## src/rtl/regfile_scoreboard.sv

```systemverilog
// N x W register file with two async read ports, one write port, optional PC link
// register in slot N-1, and a per-register busy scoreboard for multicycle producers.

module regfile_scoreboard_cell #(
  parameter int W = 8
) (
  input  logic         clk,
  input  logic         reset,
  input  logic         ld,
  input  logic [W-1:0] ld_val,
  input  logic         set,
  input  logic         clr,
  output logic [W-1:0] val_q,
  output logic         busy_q
);
  logic [W-1:0] val_d;
  logic         busy_d;

  always_comb begin
    val_d  = ld ? ld_val : val_q;
    busy_d = busy_q;
    // A reservation beats a same-cycle write; the write still lands its data.
    if (set)      busy_d = 1'b1;
    else if (clr) busy_d = 1'b0;
  end

  always_ff @(posedge clk) begin
    if (!reset) begin
      val_q  <= '0;
      busy_q <= 1'b0;
    end else begin
      val_q  <= val_d;
      busy_q <= busy_d;
    end
  end
endmodule

module regfile_scoreboard #(
  parameter int W       = 8,
  parameter int N       = 8,
  parameter int PC_LINK = 1,
  parameter int BYPASS  = 1,
  localparam int AW     = $clog2(N),
  localparam int CW     = $clog2(N+1)
) (
  input  logic          clk,
  input  logic          reset,
  input  logic          WE,
  input  logic [AW-1:0] A1,
  input  logic [AW-1:0] A2,
  input  logic [AW-1:0] A3,
  input  logic [W-1:0]  data,
  input  logic [W-1:0]  PC,
  input  logic          RS_EN,
  input  logic [AW-1:0] RS_A,
  output logic [W-1:0]  RD1,
  output logic [W-1:0]  RD2,
  output logic          BUSY1,
  output logic          BUSY2,
  output logic          RS_ACK,
  output logic [CW-1:0] NPEND
);
  localparam logic [AW-1:0] LINK_A = AW'(N-1);

  logic [N-1:0][W-1:0] regs;
  logic [N-1:0]        busy;
  logic [N-1:0]        ld, set, clr;
  logic [N-1:0][W-1:0] ld_val;
  logic                wr_ok, clr_hit;
  logic [CW-1:0]       npend_d, npend_q;

  function automatic logic writable(input logic [AW-1:0] a);
    return !((PC_LINK != 0) && (a == LINK_A));
  endfunction

  always_comb begin
    wr_ok   = WE && writable(A3);
    RS_ACK  = RS_EN && !busy[RS_A] && writable(RS_A);
    clr_hit = wr_ok && busy[A3];
    npend_d = npend_q + CW'(RS_ACK) - CW'(clr_hit);
  end

  for (genvar i = 0; i < N; i++) begin : g_reg
    localparam bit LINK = (PC_LINK != 0) && (i == N-1);
    always_comb begin
      ld[i]     = LINK ? 1'b1 : (wr_ok && A3 == AW'(i));
      ld_val[i] = LINK ? PC : data;
      set[i]    = RS_ACK && RS_A == AW'(i);
      clr[i]    = wr_ok && A3 == AW'(i);
    end
    regfile_scoreboard_cell #(.W(W)) u_cell (
      .clk    (clk),
      .reset  (reset),
      .ld     (ld[i]),
      .ld_val (ld_val[i]),
      .set    (set[i]),
      .clr    (clr[i]),
      .val_q  (regs[i]),
      .busy_q (busy[i])
    );
  end

  always_ff @(posedge clk) begin
    if (!reset) npend_q <= '0;
    else        npend_q <= npend_d;
  end

  // wr_ok is never true for the link register, so it is never bypassed.
  always_comb begin
    RD1   = regs[A1];
    RD2   = regs[A2];
    BUSY1 = busy[A1];
    BUSY2 = busy[A2];
    if (BYPASS != 0) begin
      if (wr_ok && A3 == A1) RD1 = data;
      if (wr_ok && A3 == A2) RD2 = data;
      if (WE && A3 == A1 && !(RS_ACK && RS_A == A1)) BUSY1 = 1'b0;
      if (WE && A3 == A2 && !(RS_ACK && RS_A == A2)) BUSY2 = 1'b0;
    end
    NPEND = npend_q;
  end
endmodule

```

## config.mk

```make
export PLATFORM = sky130hd
export DESIGN_NAME = regfile_scoreboard
export DESIGN_NICKNAME = d
export VERILOG_FILES = /design/src/rtl/regfile_scoreboard.sv
export SDC_FILE = /design/constraint.sdc
export NUM_CORES = 1
export LEC_CHECK = 0
export ABC_CLOCK_PERIOD_IN_PS = 2400
export CAP_MARGIN = 0
export CORE_ASPECT_RATIO = 1.75
export CORE_MARGIN = 2
export CORE_UTILIZATION = 40
export DETAILED_ROUTE_END_ITERATION = 10
export GPL_ROUTABILITY_DRIVEN = 1
export GPL_TIMING_DRIVEN = 1
export SLEW_MARGIN = 25
export SYNTH_ARGS = -nofsm -noshare
export SYNTH_HDL_FRONTEND = slang
export SYNTH_SLANG_ARGS = --single-unit
```

## constraint.sdc

```tcl
create_clock -name clk -period 2.4 [get_ports clk]
set_input_delay 0.36 -clock clk [delete_from_list [all_inputs] [get_ports clk]]
set_output_delay 0.36 -clock clk [all_outputs]
set_load 0.01 [all_outputs]
```

After elaboration in Yosys (flattened, before gate mapping)
Cells that the tools add are included.

operators by class
  add/sub/neg operators = 2
  multiply operators = 0
  div/mod/pow operators = 0
  $lt $le $gt $ge = 4
  eq/ne operators = 18
  shift-type cells = 0
  multiplexer cells = 32
  bitwise logic cells = 0
  reductions and logical operators = 43

operators with widths
  cell                  count
  $bmux W8 S3           2
  $mux W8               4
  $logic_and A1 B1 Y1   28
  $eq A3 B3 Y1 const B  8
  $mux W1               22
  $lt A3 B4 Y1 const B  4
  $reduce_bool A2 Y1    8
  $bmux W1 S3           4
  $eq A3 B2 Y1 const B  4
  $eq A3 B3 Y1          4
  $eq A3 B1 Y1 const B  2
  $logic_not A3 Y1      2
  $logic_not A1 Y1      5
  $add A4 B1 Y4         1
  $sub A4 B1 Y4         1

word-level totals
  register bits = 76
  bits in latches = 0
  memory bits (writable) = 0
  bits in read-only memories = 0
  bits of input ports = 32
  output and inout bits = 23
  word-level logic and storage cells = 116
  memories = 0

Logic depth before layout (Yosys ltp)
  depth after elaboration = 9
  mapped depth = 11
  gate-level depth less buffers = 10

Hierarchy
Synthesis repeated with hierarchy kept, for this count alone.

second synthesis, totals
  cells, all modules = 404
  area, all modules = 4712.0 um^2

by module, submodules not included
  module                   times used  cells an instance  area an instance (um^2)  sequential area each (um^2)
  regfile_scoreboard_cell  8           28                 335.3                    180.2
  regfile_scoreboard       1           180                2029.4                   80.1

Worst setup path before layout
OpenSTA, ideal clock, no wires.

  path type = input to register
  start point = input A3[0]
  end point = register npend_q[2] (netlist: NPEND[2])
  setup time = 0.115 ns
  data arrival time = 2.466 ns
  data required time = 2.285 ns
  setup slack = -0.181 ns
  stages = 10
  path buffers = 1
  cells stage by stage = buf_2 mux4_1 o211a_1 ha_1 inv_1 ha_1 inv_1 fa_1 xnor2_1 and2_1

on the way
  cells in the longest elaborated chain, start to end = 5
  elaborated cells on any way between the ends = 7
  those cells by class = add/sub (1); eq/ne (1); mux (2); reduce/logical (3)

ends and longest elaborated chain
  what                                                                 RTL line  text
  start, declared                                                      51        input logic [AW-1:0] A3,
  parallel branches: the longest is 3 deep, another holds $bmux W1 S3  -
  $logic_and A1 B1 Y1 *                                                79        clr_hit = wr_ok && busy[A3];
  $sub A4 B1 Y4 *                                                      80        npend_d = npend_q + CW'(RS_ACK) - CW'(clr_hit);
  end signal, assigned                                                 105       else npend_q <= npend_d;
  end, declared                                                        70        logic [CW-1:0] npend_d, npend_q;

Every way passes the cells marked *. The select of a mux whose other input is x is not followed.
A chain may end at the register's enable or synchronous reset.

Worst setup path after layout
  start point = input A2[0]
  end point = output RD2[6]

on the way
  cells in the longest elaborated chain, start to end = 3
  elaborated cells on any way between the ends = 5
  those cells by class = eq/ne (1); mux (3); reduce/logical (1)

ends and longest elaborated chain
  what                                                                  RTL line  text
  start, declared                                                       50        input logic [AW-1:0] A2,
  $bmux W8 S3 or $eq A3 B3 Y1 (tied branches)                           111, 116
  $mux W8 (not written as such) or $logic_and A1 B1 Y1 (tied branches)  111, 116
  $mux W8 *                                                             116       if (wr_ok && A3 == A2) RD2 = data;
  end, declared                                                         57        output logic [W-1:0] RD2,

Mark *: on every way between the ends. The rest lies on a longest branch, timed or not. The select of a mux whose other input is x is not followed.

==> impl_metrics.prom <==
# TYPE chip_impl_metric gauge
chip_impl_info{name="outcome",value="complete, no violations"} 1
chip_impl_metric{name="route.vias.total",unit=""} 4012
chip_impl_metric{name="layout_overhead_on_the_synthesized_area",unit="%"} 31.94
chip_impl_metric{name="die_height",unit="um"} 145.4
chip_impl_metric{name="core-area",unit="mm^2"} 0.01117
chip_impl_info{name="critPathKind",value="in -> out"} 1
chip_impl_metric{name="finalHoldViolations",unit=""} 0
chip_impl_metric{name="num_io_pins",unit=""} 55
chip_impl_metric{name="clk_transition_reported_paths",unit="ns"} 0.06
chip_impl_metric{name="worst_margin_pin_slew",unit="ns"} 0.6510
chip_impl_metric{name="placementRows",unit=""} 51
chip_impl_metric{name="wl_per_cell",unit="um"} 19.10
chip_impl_info{name="endpoint_kind",value="output pin"} 1
chip_impl_metric{name="final-setup-viol-count",unit=""} 0
chip_impl_metric{name="required",unit="ns"} 2.04
chip_impl_metric{name="synth-edff-count",unit=""} 0
chip_impl_metric{name="clk_path_buf_depth",unit=""} 2
chip_impl_metric{name="chipWidth",unit="um"} 84.82
chip_impl_metric{name="initial_core_util",unit="%"} 40.94
chip_impl_metric{name="maxSlewHeadroom",unit="%"} 56.60
chip_impl_metric{name="post_dp_cell_area",unit="mm^2"} 0.005569
chip_impl_metric{name="mapped_cells",unit=""} 484
chip_impl_info{name="rsz0062_at_grt",value="false"} 1
chip_impl_info{name="synth-main-ff-cell",value="sky130_fd_sc_hd__dfxtp_1"} 1
chip_impl_metric{name="design.die.area",unit="mm^2"} 0.01233
chip_impl_info{name="cts_root_buf",value="sky130_fd_sc_hd__clkbuf_16"} 1
chip_impl_metric{name="gp_congestion",unit=""} 0.9723
chip_impl_metric{name="grt_overflow",unit=""} 0
chip_impl_metric{name="multiInputGateArea",unit="mm^2"} 0.002779
chip_impl_metric{name="layout_min_cycle_time",unit="ns"} 2.356
chip_impl_metric{name="final_setup_tns",unit="ns"} 0
chip_impl_metric{name="area.sequential",unit="mm^2"} 0.001524
chip_impl_metric{name="finalMaxSlewViolations",unit=""} 0
chip_impl_metric{name="tritoncts.num_buffers",unit=""} 9
chip_impl_metric{name="hold_buffers",unit=""} 0
chip_impl_metric{name="antenna_left",unit=""} 0
chip_impl_metric{name="yosys_warnings",unit=""} 0
chip_impl_metric{name="power-per-cell-area",unit="mW/mm^2"} 551.4
chip_impl_metric{name="ir_drop",unit="mV"} 0.4871
chip_impl_metric{name="detail_route.vias_per_cell",unit=""} 5.496
chip_impl_metric{name="yosys_register_bits",unit=""} 76
chip_impl_metric{name="yosysSeqAreaShare",unit="%"} 33.28
chip_impl_info{name="tritoncts",value="built"} 1
chip_impl_metric{name="grt_use_total",unit="%"} 23.44
chip_impl_metric{name="h_tree_depth_reported_by_cts",unit=""} 3
chip_impl_metric{name="hpwl",unit="um"} 9913
chip_impl_metric{name="totalWireLength",unit="um"} 13940
chip_impl_metric{name="clock_skew",unit="ns"} 0.002716
chip_impl_metric{name="placement.io_buffers",unit=""} 54
chip_impl_info{name="worst_setup_path_start_kind",value="input pin"} 1
chip_impl_metric{name="leakagePower",unit="uW"} 0.002334
chip_impl_info{name="timing.hold.worst.class",value="reg -> reg"} 1
chip_impl_metric{name="maximum_number_of_pins_on_one_net_before_global_route_repair",unit=""} 77
chip_impl_metric{name="arrival",unit="ns"} 2.00
chip_impl_metric{name="sinks_on_clock_net",unit=""} 76
chip_impl_metric{name="insertion_delay",unit="ns"} 0.33
chip_impl_metric{name="grt_first_pass_wirelength",unit="um"} 22070
chip_impl_metric{name="cp_max_fo",unit=""} 7
chip_impl_metric{name="first_global_vias",unit=""} 4056
chip_impl_metric{name="drt_first_pass_iters",unit=""} 4
chip_impl_metric{name="drt-initial-drc-count",unit=""} 285
chip_impl_metric{name="synth.cell_area",unit="mm^2"} 0.004572
chip_impl_metric{name="layout.nets",unit=""} 630
chip_impl_metric{name="route.detailed.drc",unit=""} 0
chip_impl_metric{name="max_cap_viol_count",unit=""} 0
chip_impl_metric{name="n_fill_cell",unit=""} 1015
chip_impl_metric{name="synthesis.nets",unit=""} 521
chip_impl_metric{name="achievable-frequency",unit="MHz"} 424.5
chip_impl_metric{name="stdcell_area",unit="mm^2"} 0.006032
chip_impl_metric{name="drive_above_1_share",unit="%"} 26.76
chip_impl_metric{name="post_synth.cell_area_avg",unit="um^2"} 9.446
chip_impl_metric{name="antennaDiodeCount",unit=""} 0
chip_impl_metric{name="synth-async-reset-ratio",unit="%"} 0
chip_impl_metric{name="grt_antenna_before_repair",unit=""} 0
chip_impl_metric{name="netlist-cell-type-count",unit=""} 50
chip_impl_metric{name="timing.final.crit_share",unit="%"} 98.16
==> repair_timing <==
| item | 4_1_cts | 5_1_grt |
|---|---|---|
| gates cloned | 3 | 0 |
| setup buffers | 14 | 3 |
| endpoints found under the setup margin | 22 | 16 |
| resized for setup | 67 | 15 |
| pin swaps | 2 | 7 |
==> path summary, 6_finish.rpt <==
path / startpoint / endpoint / slack (ns) / cells after the start
worst max register to register: g_reg[3].u_cell.busy_q$_SDFFE_PN0P_ / NPEND[2]$_SDFF_PN0_ / 0.13 / 9
worst max-delay path: A2[0] / RD2[6] / 0.04 / 7
worst min-delay path: g_reg[0].u_cell.val_q[2]$_SDFFE_PN0P_ / g_reg[0].u_cell.val_q[2]$_SDFFE_PN0P_ / 0.47 / 2
worst min register to register: g_reg[0].u_cell.val_q[2]$_SDFFE_PN0P_ / g_reg[0].u_cell.val_q[2]$_SDFFE_PN0P_ / 0.47 / 2
==> power by group <==
group / leakage (uW) / internal (uW) / switching, uW
sequential: 0.000619 / 1310 / 38.1
combinational: 0.00158 / 383 / 313
clock: 0.000132 / 730 / 547
total: 0.00233 / 2430 / 898
==> critical path, cell delays in order <==
cell and delay (ns):
sky130_fd_sc_hd__clkdlybuf4s15_1 0.31, sky130_fd_sc_hd__bufbuf_16 0.32, sky130_fd_sc_hd__buf_4 0.17, sky130_fd_sc_hd__mux4_2 0.30, sky130_fd_sc_hd__mux2i_1 0.17, sky130_fd_sc_hd__o21ai_1 0.08, sky130_fd_sc_hd__dlygate4sd2_1 0.28
==> cells by family (layout without fill, tap and decap cells) <==
kind of cell / count (synthesis) / after routing / synth area share (%)
and+or+nand+nor: 191 / 191 / 18.94
AOI/OAI and AO/OA: 95 / 95 / 14.72
xor gates and xnor gates: 14 / 14 / 2.682
DFF: 76 / 76 / 33.28
adders and majority gates: 5 / 5 / 1.533
buffers and inverters: 47 / 161 / 6.130
muxes: 56 / 56 / 22.71
==> layout make-up <==
type | instances | area share (%)
Multi-Input combinational cell | 361 | 46.07
Sequential cell | 76 | 25.26
Clock buffer | 11 | 4.024
Tap cell | 132 | 2.738
Timing Repair Buffer | 137 | 20.78
Inverter | 8 | 0.4978
Clock inverter | 5 | 0.6223
==> placed cells by master (no fill, tap or decap), types with 5 or more instances in the layout <==
| cell type | count |
|---|---|
| sky130_fd_sc_hd__clkdlybuf4s15_1 | 7 |
| sky130_fd_sc_hd__o21ai_0 | 12 |
| sky130_fd_sc_hd__clkdlybuf4s50_1 | 23 |
| sky130_fd_sc_hd__and2_1 | 13 |
| sky130_fd_sc_hd__o21ai_1 | 5 |
| sky130_fd_sc_hd__inv_1 | 8 |
| sky130_fd_sc_hd__mux4_2 | 34 |
| sky130_fd_sc_hd__buf_4 | 70 |
| sky130_fd_sc_hd__clkbuf_16 | 9 |
| sky130_fd_sc_hd__nor2b_1 | 9 |
| sky130_fd_sc_hd__mux2i_1 | 19 |
| sky130_fd_sc_hd__a21boi_0 | 54 |
| sky130_fd_sc_hd__xnor2_1 | 14 |
| sky130_fd_sc_hd__dfxtp_1 | 74 |
| sky130_fd_sc_hd__dlygate4sd2_1 | 10 |
| sky130_fd_sc_hd__a21oi_1 | 5 |
| sky130_fd_sc_hd__nand3_1 | 6 |
| sky130_fd_sc_hd__nand2_1 | 137 |
| sky130_fd_sc_hd__buf_12 | 6 |
| sky130_fd_sc_hd__buf_2 | 11 |
==> Yosys cell counts (8+ instances only) <==
cell                       instances  area share (%)
sky130_fd_sc_hd__mux2i_1          19             4.2
sky130_fd_sc_hd__dfxtp_1          76              33
sky130_fd_sc_hd__a21boi_0         54             8.9
sky130_fd_sc_hd__mux4_2           33              16
sky130_fd_sc_hd__nor2b_1           9             1.2
sky130_fd_sc_hd__and2_1           13             1.8
sky130_fd_sc_hd__clkbuf_1         17             1.4
sky130_fd_sc_hd__o21ai_0          14             1.5
sky130_fd_sc_hd__xnor2_1          14             2.7
sky130_fd_sc_hd__buf_2             8            0.88
sky130_fd_sc_hd__nand2_1         137              11
sky130_fd_sc_hd__inv_1             8            0.66
==> registers in the layout, summed over array words and instances, names as in the netlist <==
register,count
g.u_cell.val_q,64
g.u_cell.busy_q,8
NPEND,4
==> metrics by stage <==
step	utilization, %	setup WS [ns]	power, uW	hold WS (ns)	instances
detailed placement	49.87	-0.5170	2047	0.4670	694
global placement	49.87	-0.4951	2039	0.4588	694
finish	54.02	0.04423	3326	0.4719	730
CTS	53.80	0.01381	3348	0.4748	727
global route	54.02	0.0003402	3465	0.4972	730
floorplan	-	0.008769	1764	0.4390	484
==> metal layers <==
layer,GRT usage (%),part of all wire [%]
met1,25.80,37
met2,43.11,55
met3,3.687,4.0
met4,10.79,3.9
met5,0,0
No activity file was read; power rests on OpenSTA's default activity.
==> RTL edit (same settings) <==
Set the parameter `BYPASS` to 0 (it was 1).
--- a/src/rtl/regfile_scoreboard.sv
+++ b/src/rtl/regfile_scoreboard.sv
@@ -39,7 +39,7 @@
   parameter int W       = 8,
   parameter int N       = 8,
   parameter int PC_LINK = 1,
-  parameter int BYPASS  = 1,
+  parameter int BYPASS  = 0,
   localparam int AW     = $clog2(N),
   localparam int CW     = $clog2(N+1)
 ) (
Function: changed (Yosys sat finds a counterexample within 4 cycles, from zero or initial values and one cycle with reset low).
==> RTL edit against the unedited design <==
Design area decreased by 11%; total power decreased by 2.1%; wire length shrank 11%; highest routed layer unchanged; synthesized area fell by 8.7%; setup slack gained 0.0097 ns; sequential cell count stayed put; clock power is 5% higher.
==> RTL edit: results <==
group,metric,value,unit
drt,drt_initial_violations,271,
critical_path,worst_r2r_path_depth,9,
timing,pin_slew_with_the_least_headroom_to_its_limit,0.469,ns
power,lkg_pwr,2.23,nW
logic_synthesis,most_used_dff_post_synth,"sky130_fd_sc_hd__dfxtp_1",
clock_network,post-cts-setup-buffer-count,0,
logic_synthesis,postSynthNetCount,454,
logic_synthesis,ys_top_cells_by_count,"sky130_fd_sc_hd__nand2_1, sky130_fd_sc_hd__dfxtp_1, sky130_fd_sc_hd__a21oi_1",
cells_and_area,largest_register_ff_count,64,
cells_and_area,fillers,930,
cells_and_area,n_diodes,0,
drt,drt-vias-per-instance,5.59,
clock_network,path_clk_slew,0.06,ns
critical_path,worst-r2r-setup-slack,0.16,ns
critical_path,cpPeakStageDelay,0.56,ns
clock_network,cts_inserted_buffers,9,
critical_path,crit_fanout,9,
power,worst_ir_drop_on_vdd,0.549,mV
logic_synthesis,ys_seq_area_frac,0.364,
hold_path,timing.hold.worst_path_depth,2,
critical_path,master_of_the_slowest_instance_on_the_critical_path,"sky130_fd_sc_hd__mux4_1",
hold_path,hp-start,"g_reg[4].u_cell.val_q[4]",
status,outcome,"finished clean",
logic_synthesis,synth_cell_type_count,37,
clock_network,cts_max_level,3,
clock_network,clk_path_buf_depth,2,
placement,hpwl,8660,um
critical_path,timing.rr.end,"NPEND[2]",
global_routing,grt_antenna_before_repair,0,
cells_and_area,design.final.nets,524,
drt,wire_per_inst,20.1,um
power,power.switching_fraction,0.260,
critical_path,critPathArrivalTime,1.99,ns
clock_network,clockRootBuffer,"sky130_fd_sc_hd__clkbuf_16",
global_routing,grt_first_pass_wirelength,19100,um
cells_and_area,layout-drive-gt1-share,0.163,
placement,routabilityCongestion,0.824,
global_routing,grtUsageMet3,0.0352,
cells_and_area,max_flop_register,"g.u_cell.val_q",
logic_synthesis,largest_cells_by_area_after_synthesis,"sky130_fd_sc_hd__dfxtp_1, sky130_fd_sc_hd__mux4_1, sky130_fd_sc_hd__nand2_1",
global_routing,m1_gr_usage,0.257,
hold_path,hold_path_class,"reg -> reg",
global_routing,grt_pass1_vias,3586,
global_routing,globalRouteTotalUtil,0.232,
timing,finalClockSkew,0.00361,ns
global_routing,grt_start_max_net_pins,64,
logic_synthesis,synthArstFlopShare,0,
critical_path,worstReg2RegStart,"g_reg[3].u_cell.busy_q",
global_routing,globalRouteMet2Util,0.421,
clock_network,clock_insertion_delay_worst_skew,0.34,ns
hold_path,worstHoldEndpoint,"g_reg[4].u_cell.val_q[4]",
RTL edit: cell count changes in the layout (fill, tap and decap cells not counted), moves of 14 or more:
cell,delta
sky130_fd_sc_hd__mux4_2,-33
sky130_fd_sc_hd__mux2_2,+18
sky130_fd_sc_hd__xnor2_1,-14
sky130_fd_sc_hd__mux2i_1,-16
sky130_fd_sc_hd__nand2_1,-15
sky130_fd_sc_hd__mux4_1,+33
sky130_fd_sc_hd__a21oi_1,+60
sky130_fd_sc_hd__a21boi_0,-54
sky130_fd_sc_hd__buf_4,-40
RTL edit: critical path, delay by kind of cell:
family	cells	cell delay [ns]
buf+inv	3	0.78
mux	2	0.83
RTL edit: metrics by stage:
stage	instances	cell area, um^2	setup WS (ns)	hold WS (ns)
floorplan	417	4180	0.0227	0.436
global placement	601	5030	-0.424	0.448
detailed placement	601	5030	-0.451	0.457
CTS	619	5380	0.00695	0.465
global route	619	5380	0.0178	0.493
finish	619	5380	0.0539	0.467
RTL edit: area by class of cell:
cell class | instances | area share
sequential | 76 | 0.283
clock buffer | 9 | 0.0419
timing repair buffer | 92 | 0.171
tap | 127 | 0.0295
inverter | 10 | 0.00698
clock inverter | 7 | 0.0140
multi-input combinational | 298 | 0.454
RTL edit: power by group through the flow:
stage | clock network [W] | registers [W] | logic, W
final | 0.00135 | 0.00136 | 0.000549
after global routing | 0.00144 | 0.00136 | 0.000599
after CTS | 0.00138 | 0.00136 | 0.000552
after detailed placement | 0 | 0.00138 | 0.000530
after global placement | 0 | 0.00138 | 0.000522
after floorplan | 0 | 0.00138 | 0.000282
RTL edit: kinds of logic after synthesis:
family,Yosys count,synth area share
AND/OR/NAND/NOR,159,0.179
AO/OA/AOI/OAI,74,0.0944
buffers and inverters,43,0.0539
XOR/XNOR,2,0.00420
flip-flops,76,0.364
adder cells (fa/ha/maj),5,0.0168
multiplexers,58,0.288
RTL edit: worst max path at each step:
stage                                       from       end  slack (ns)  cells past startpoint
after detailed placement                   A3[0]  NPEND[3]       -0.45                      9
final                                      A1[0]    RD1[3]        0.05                      5
after global placement                     A3[0]  NPEND[3]       -0.42                      9
after global routing      g_reg[3].u_cell.busy_q  NPEND[3]        0.02                      8
after floorplan                            A3[0]  NPEND[3]        0.02                      9
after CTS                                  A2[0]    RD2[1]       0.007                      5
RTL edit: routing by layer:
layer	share of wire	up-vias
li1	-	1661
met4	0.037	0
met5	0	-
met1	0.38	1678
met3	0.035	26
met2	0.55	97
RTL edit: timing repair:
| item | 4_1_cts | 5_1_grt |
|---|---|---|
| gates cloned | 2 | 0 |
| setup endpoints to repair | 22 | 4 |
| resized for setup | 30 | 3 |
| pin swaps | 1 | 1 |
